$ cat src/rtl/ternary_mvm_if.sv
// Byte-stream input and multiplier-facing outputs of the ternary MVM sequencer.
// master = sequencer side, slave = stream source / multiplier side.
interface ternary_mvm_if #(
    parameter int InLen    = 14,
    parameter int BitWidth = 8
);
    logic                    start;
    logic [7:0]              in_data;
    logic                    in_valid;
    logic                    in_ready;
    logic [2*InLen-1:0]      W;
    logic [2*BitWidth-1:0]   VecIn;
    logic [2:0]              row;
    logic                    vec_valid;
    logic                    busy;
    logic                    done;

    modport master (
        input  start, in_data, in_valid,
        output in_ready, W, VecIn, row, vec_valid, busy, done
    );

    modport slave (
        output start, in_data, in_valid,
        input  in_ready, W, VecIn, row, vec_valid, busy, done
    );
endinterface

$ cat src/rtl/ternary_mvm_sequencer.sv
// Feeds the ternary MVM stage: loads one canonicalised weight word, then
// issues NumRows {element1, element0} pairs with a row index, then pulses done.
module ternary_mvm_sequencer #(
    parameter int InLen    = 14,
    parameter int BitWidth = 8,
    parameter int NumRows  = 8
) (
    input  logic           clk,
    input  logic           rst,
    ternary_mvm_if.master  bus
);
    localparam int WW       = 2 * InLen;
    localparam int NumBytes = (WW + 7) / 8;
    localparam int BufW     = NumBytes * 8;
    localparam int CntW     = (NumBytes > 1) ? $clog2(NumBytes) : 1;
    localparam logic [CntW-1:0] LastByte = CntW'(NumBytes - 1);
    localparam logic [2:0]      LastRow  = 3'(NumRows - 1);

    typedef enum logic [2:0] {
        S_IDLE   = 3'd0,
        S_LOAD_W = 3'd1,
        S_RUN_LO = 3'd2,
        S_RUN_HI = 3'd3,
        S_ISSUE  = 3'd4
    } state_e;

    // Ternary weights use 00/01/10; the redundant 11 code is folded onto -1.
    function automatic logic [7:0] canon_byte(input logic [7:0] b);
        logic [7:0] c;
        c = 8'h00;
        for (int i = 0; i < 4; i++) begin
            c[2*i +: 2] = (b[2*i +: 2] == 2'b11) ? 2'b10 : b[2*i +: 2];
        end
        return c;
    endfunction

    state_e                 state_q, state_d;
    logic [CntW-1:0]        byte_cnt_q, byte_cnt_d;
    logic [BufW-1:0]        wbuf_q, wbuf_d;
    logic [WW-1:0]          w_q, w_d;
    logic [BitWidth-1:0]    elem0_q, elem0_d, elem1_q, elem1_d;
    logic [2*BitWidth-1:0]  vec_q, vec_d;
    logic [2:0]             row_q, row_d, row_cnt_q, row_cnt_d;
    logic                   vec_valid_q, vec_valid_d;
    logic                   done_q, done_d;
    logic                   last_q, last_d;
    logic                   in_ready_q, in_ready_d;
    logic                   busy_q, busy_d;
    logic                   xfer_s;

    assign xfer_s        = in_ready_q & bus.in_valid;
    assign bus.in_ready  = in_ready_q;
    assign bus.W         = w_q;
    assign bus.VecIn     = vec_q;
    assign bus.row       = row_q;
    assign bus.vec_valid = vec_valid_q;
    assign bus.busy      = busy_q;
    assign bus.done      = done_q;

    // State register.
    always_ff @(posedge clk) begin
        if (rst) begin
            state_q <= S_IDLE;
        end else begin
            state_q <= state_d;
        end
    end

    // Next-state logic.
    always_comb begin
        state_d = state_q;
        case (state_q)
            S_IDLE:   state_d = bus.start ? S_LOAD_W : S_IDLE;
            S_LOAD_W: state_d = (xfer_s && (byte_cnt_q == LastByte)) ? S_RUN_LO : S_LOAD_W;
            S_RUN_LO: state_d = xfer_s ? S_RUN_HI : S_RUN_LO;
            S_RUN_HI: state_d = xfer_s ? S_ISSUE : S_RUN_HI;
            S_ISSUE:  state_d = (row_cnt_q == LastRow) ? S_IDLE : S_RUN_LO;
            default:  state_d = S_IDLE;
        endcase
    end

    // Datapath and registered-output next values.
    always_comb begin
        byte_cnt_d  = byte_cnt_q;
        wbuf_d      = wbuf_q;
        w_d         = w_q;
        elem0_d     = elem0_q;
        elem1_d     = elem1_q;
        vec_d       = vec_q;
        row_d       = row_q;
        row_cnt_d   = row_cnt_q;
        vec_valid_d = 1'b0;
        done_d      = 1'b0;
        last_d      = 1'b0;
        in_ready_d  = (state_d == S_LOAD_W) || (state_d == S_RUN_LO) || (state_d == S_RUN_HI);
        busy_d      = (state_d != S_IDLE);

        // The row wrap to 0 coincides with done so downstream publishes results.
        if (last_q) begin
            done_d = 1'b1;
            row_d  = 3'd0;
        end else begin
            done_d = 1'b0;
        end

        case (state_q)
            S_IDLE: begin
                if (bus.start) begin
                    byte_cnt_d = '0;
                end else begin
                    byte_cnt_d = byte_cnt_q;
                end
            end
            S_LOAD_W: begin
                if (xfer_s) begin
                    wbuf_d[{byte_cnt_q, 3'b000} +: 8] = canon_byte(bus.in_data);
                    if (byte_cnt_q == LastByte) begin
                        w_d        = wbuf_d[WW-1:0];
                        byte_cnt_d = '0;
                        row_cnt_d  = 3'd0;
                    end else begin
                        byte_cnt_d = byte_cnt_q + CntW'(1);
                    end
                end else begin
                    byte_cnt_d = byte_cnt_q;
                end
            end
            S_RUN_LO: begin
                if (xfer_s) begin
                    elem0_d = BitWidth'(bus.in_data);
                end else begin
                    elem0_d = elem0_q;
                end
            end
            S_RUN_HI: begin
                if (xfer_s) begin
                    elem1_d = BitWidth'(bus.in_data);
                end else begin
                    elem1_d = elem1_q;
                end
            end
            S_ISSUE: begin
                vec_d       = {elem1_q, elem0_q};
                row_d       = row_cnt_q;
                vec_valid_d = 1'b1;
                if (row_cnt_q == LastRow) begin
                    last_d    = 1'b1;
                    row_cnt_d = 3'd0;
                end else begin
                    row_cnt_d = row_cnt_q + 3'd1;
                end
            end
            default: begin
                byte_cnt_d = '0;
            end
        endcase
    end

    // Datapath and output registers.
    always_ff @(posedge clk) begin
        if (rst) begin
            byte_cnt_q  <= '0;
            wbuf_q      <= '0;
            w_q         <= '0;
            elem0_q     <= '0;
            elem1_q     <= '0;
            vec_q       <= '0;
            row_q       <= 3'd0;
            row_cnt_q   <= 3'd0;
            vec_valid_q <= 1'b0;
            done_q      <= 1'b0;
            last_q      <= 1'b0;
            in_ready_q  <= 1'b0;
            busy_q      <= 1'b0;
        end else begin
            byte_cnt_q  <= byte_cnt_d;
            wbuf_q      <= wbuf_d;
            w_q         <= w_d;
            elem0_q     <= elem0_d;
            elem1_q     <= elem1_d;
            vec_q       <= vec_d;
            row_q       <= row_d;
            row_cnt_q   <= row_cnt_d;
            vec_valid_q <= vec_valid_d;
            done_q      <= done_d;
            last_q      <= last_d;
            in_ready_q  <= in_ready_d;
            busy_q      <= busy_d;
        end
    end
endmodule

$ cat src/flat_wrapper.sv
// flat-port wrapper written by rule: the top's interface ports become plain ports
module ternary_mvm_sequencer_flat 
#(
    parameter int InLen    = 14,
    parameter int BitWidth = 8,
    parameter int NumRows  = 8
)
  (clk, rst, bus_start, bus_in_data, bus_in_valid, bus_in_ready, bus_W, bus_VecIn, bus_row, bus_vec_valid, bus_busy, bus_done);
  ternary_mvm_if #(.InLen(InLen), .BitWidth(BitWidth)) bus_i ();
  input  logic clk;
  input  logic rst;
  input wire logic [$bits(bus_i.start)-1:0] bus_start;
  input wire logic [$bits(bus_i.in_data)-1:0] bus_in_data;
  input wire logic [$bits(bus_i.in_valid)-1:0] bus_in_valid;
  output wire logic [$bits(bus_i.in_ready)-1:0] bus_in_ready;
  output wire logic [$bits(bus_i.W)-1:0] bus_W;
  output wire logic [$bits(bus_i.VecIn)-1:0] bus_VecIn;
  output wire logic [$bits(bus_i.row)-1:0] bus_row;
  output wire logic [$bits(bus_i.vec_valid)-1:0] bus_vec_valid;
  output wire logic [$bits(bus_i.busy)-1:0] bus_busy;
  output wire logic [$bits(bus_i.done)-1:0] bus_done;
  assign bus_i.start = bus_start;
  assign bus_i.in_data = bus_in_data;
  assign bus_i.in_valid = bus_in_valid;
  assign bus_in_ready = bus_i.in_ready;
  assign bus_W = bus_i.W;
  assign bus_VecIn = bus_i.VecIn;
  assign bus_row = bus_i.row;
  assign bus_vec_valid = bus_i.vec_valid;
  assign bus_busy = bus_i.busy;
  assign bus_done = bus_i.done;
  ternary_mvm_sequencer #(.InLen(InLen), .BitWidth(BitWidth), .NumRows(NumRows)) u_core (.clk(clk), .rst(rst), .bus(bus_i));
endmodule
$ cat config.mk
export PLATFORM = sky130hd
export DESIGN_NAME = ternary_mvm_sequencer_flat
export DESIGN_NICKNAME = d
export VERILOG_FILES = /design/src/rtl/ternary_mvm_if.sv /design/src/rtl/ternary_mvm_sequencer.sv /design/src/flat_wrapper.sv
export SDC_FILE = /design/constraint.sdc
export NUM_CORES = 1
export LEC_CHECK = 0
export ABC_CLOCK_PERIOD_IN_PS = 4200
export CORE_ASPECT_RATIO = 2
export CORE_MARGIN = 3
export CORE_UTILIZATION = 55
export CTS_BUF_LIST = sky130_fd_sc_hd__clkbuf_4 sky130_fd_sc_hd__clkbuf_8
export DETAILED_ROUTE_END_ITERATION = 7
export PLACE_DENSITY = 0.81
export SETUP_SLACK_MARGIN = 0.3
export SLEW_MARGIN = 20
export SYNTH_ARGS = -nofsm -noshare
export SYNTH_HDL_FRONTEND = slang
export SYNTH_SLANG_ARGS = --single-unit
$ cat constraint.sdc
create_clock -name clk -period 4.2 [get_ports clk]
set_clock_uncertainty 0.15 [all_clocks]
set_input_delay 0.42 -clock clk [delete_from_list [all_inputs] [get_ports clk]]
set_output_delay 0.42 -clock clk [all_outputs]
set_load 0.03 [all_outputs]
==> impl_metrics.py <==
metrics = {
    "floorplan": {
        "dieHeight_um": 127,
        "initial_core_util": 0.574,
        "die_w_um": 66.7,
        "core_area_mm2": 0.00705,
        "rows": 43,
        "die_area_mm2": 0.00849,
        "boundaryPins": 63,
    },
    "clocking": {
        "insertion_delay_ns": 0.37,
        "numCtsBuffers": 9,
        "clkTransAtPathRegs_ns": 0.09,
        "clock_sinks": 102,
        "cts_root_buf": "clkbuf_8",
        "cts_setup_buffers": 0,
        "clockBufferDepth": 2,
        "tritoncts": "yes",
        "ctsHoldBuffers": 0,
        "htreeDepth": 3,
        "cts_resized": 0,
    },
    "critical_path": {
        "worstPathArrival_ns": 2.46,
        "crit_slowest_cell": "or3_2",
        "crit_path_cell_trace": "ha_1 -> nand3_1 -> or3_2 -> a221oi_1 -> nor3_1",
        "crit_type": "flip-flop to flip-flop",
        "required_ns": 4.27,
        "critPathMaxFanout": 31,
        "critical_path.max_stage_delay_ns": 0.74,
        "r2r_slack_ns": 1.81,
        "startpoint_type": "flip-flop",
        "setup.worst_path.end_class": "flip-flop",
        "cp_top_family": "simple AND/OR/NAND/NOR gates",
        "cp.buffers_inverters": 0,
    },
    "layout": {
        "final-instance-count-excl-fill": 578,
        "multi_input_area_mm2": 0.00180,
        "final_core_util": 0.678,
        "nets": 505,
        "seq_area_mm2": 0.00204,
        "syn_to_final_growth_pct": 18.1,
        "final.fill_count": 598,
        "layout-drive-gt1-share": 0.0615,
        "final_cell_mix": "dfxtp_1, nor2_1, clkdlybuf4s50_1",
        "diodes": 0,
        "final_common_cell": "dfxtp_1",
    },
    "placement": {
        "io_buffers": 62,
        "dp_hpwl_um": 6390,
        "place_inst": 565,
        "gp_congestion": 0.857,
    },
    "drt": {
        "met2WireLength_um": 5020,
        "drtIter0Drc": 272,
        "wire_per_inst_um": 15.9,
        "maxUsedRoutingLayer": "met4",
        "wl_met3_um": 410,
        "routed_via_density": 5.76,
        "drc": 0,
        "drt-total-wl_um": 9210,
        "final_antenna_net_count": 0,
        "dr.pass1.iters": 4,
        "met1Wirelength_um": 3510,
        "num_vias": 3331,
    },
    "pwr": {
        "swShare": 0.236,
        "combinationalPowerShare": 0.055,
        "power.switching_mw": 0.373,
        "seqPwrFrac": 0.618,
        "finalPower_mw": 1.58,
        "p_per_area_mw_per_mm2": 331,
        "power.internal_mw": 1.21,
        "max-vdd-ir-drop_uv": 319,
        "leakage_nw": 1.66,
        "clkPwrFrac": 0.327,
    },
    "synth": {
        "syn_inst": 447,
        "synthArstFlopShare": 0,
        "dominantRegCellSynth": "dfxtp_1",
        "syn-num-nets": 466,
        "synth.distinct_cells": 42,
        "syn_avg_cell_area_um2": 9.06,
        "netlist_area_mm2": 0.00405,
        "ys_seq_area_frac": 0.504,
        "synth-edff-count": 0,
        "ys_ff_latch": 102,
        "yosys_warnings": 0,
    },
    "run": {
        "maxCapViolCount": 0,
    },
    "grt": {
        "grt_usage": 0.234,
        "grt_pass1_vias": 3234,
        "grt_pass1_wl_um": 15200,
        "antenna_found_initial": 0,
        "grt_overflow_total": 0,
        "grt_max_degree": 55,
    },
    "timing": {
        "fin_crit_sh": 0.570,
        "rsz0062_at_grt": "false",
        "fmax_mhz": 418,
        "slew_headroom": 0.379,
        "tightest_slew_ns": 0.932,
        "post-route-min-period_ns": 2.39,
        "final-setup-viol-count": 0,
        "hold_viol_final": 0,
        "final_max_slew_viol_count": 0,
        "setup_tns_ns": 0,
    },
    "min_path": {
        "hp-class": "flip-flop to flip-flop",
    },
    "run_status": {
        "status": "finished, final reports clean",
    },
}
layout make-up:
class / count / area share
Tap cell: 90 / 0.0236
Clock inverter: 3 / 0.00314
Sequential cell: 102 / 0.427
Multi-Input combinational cell: 299 / 0.376
Clock buffer: 10 / 0.0275
Timing Repair Buffer: 68 / 0.138
Inverter: 6 / 0.00471
logic make-up (layout without fill, tap and decap cells):
family / Yosys count / after routing / synth area share
AOI/OAI and AO/OA: 86 / 86 / 0.159
buffers and inverters: 46 / 87 / 0.0532
muxes: 16 / 16 / 0.0396
DFF: 102 / 102 / 0.504
and+or+nand+nor: 190 / 190 / 0.223
adders and majority gates: 7 / 7 / 0.0216
flip-flops by register name (all words and copies together) (netlist names):
register,count
u_core.row_cnt_q,3
u_core.wbuf_q,26
u_core.elem0_q,8
u_core.bus.done,1
u_core.bus.W,28
u_core.state_q,3
u_core.elem1_q,8
u_core.bus.busy,1
u_core.bus.row,3
u_core.byte_cnt_q,2
u_core.bus.VecIn,16
u_core.bus.in_ready,1
u_core.last_q,1
u_core.bus.vec_valid,1
synth_stat cells (all sizes together), types with 8 or more instances:
cell	n	area, µm²
dfxtp	102	2040
a221oi	24	235
clkbuf	20	75.1
a21oi	26	130
mux2i	16	160
a22oi	26	195
nand3	10	50.1
buf	20	118
nor2b	8	50.1
nor2	74	285
nand2	42	158
nor3	27	140
metal layers:
metal,vias to the layer above,GRT usage
met3,20,0.0510
met2,95,0.401
li1,1643,-
met5,-,0
met4,0,0.145
met1,1573,0.253
path summary, 6_finish.rpt:
path / start / endpoint / cells after the start
worst min-delay path: u_core.elem0_q[7] / u_core.bus.VecIn[7] / 2
worst min register to register: u_core.elem0_q[7] / u_core.bus.VecIn[7] / 2
worst max register to register: u_core.byte_cnt_q[0] / u_core.bus.W[1] / 5
worst max-delay path: u_core.byte_cnt_q[0] / u_core.bus.W[1] / 5
through the flow:
step	setup WS, ns	area, µm²	hold slack [ns]
floorplan	2.20	4050	0.281
global placement	1.55	4630	0.293
detailed placement	1.45	4630	0.294
CTS	1.70	4780	0.306
global route	1.66	4780	0.322
finish	1.81	4780	0.301
worst reg2reg max path, cell delays in order (launching register included):
cell      delay [ns]
dfxtp_1         0.47
ha_1            0.32
nand3_1         0.13
or3_2           0.74
a221oi_1        0.35
nor3_1          0.09
power by group through the flow:
stage	Combinational [mW]	Clock [mW]	Sequential [mW]
detailed placement	0.0872	0	1.00
global placement	0.0860	0	0.999
finish	0.0874	0.517	0.977
global route	0.0947	0.560	0.978
floorplan	0.0539	0	1.00
CTS	0.0872	0.521	0.977
Note: power is estimated with default switching activity, not from simulation.
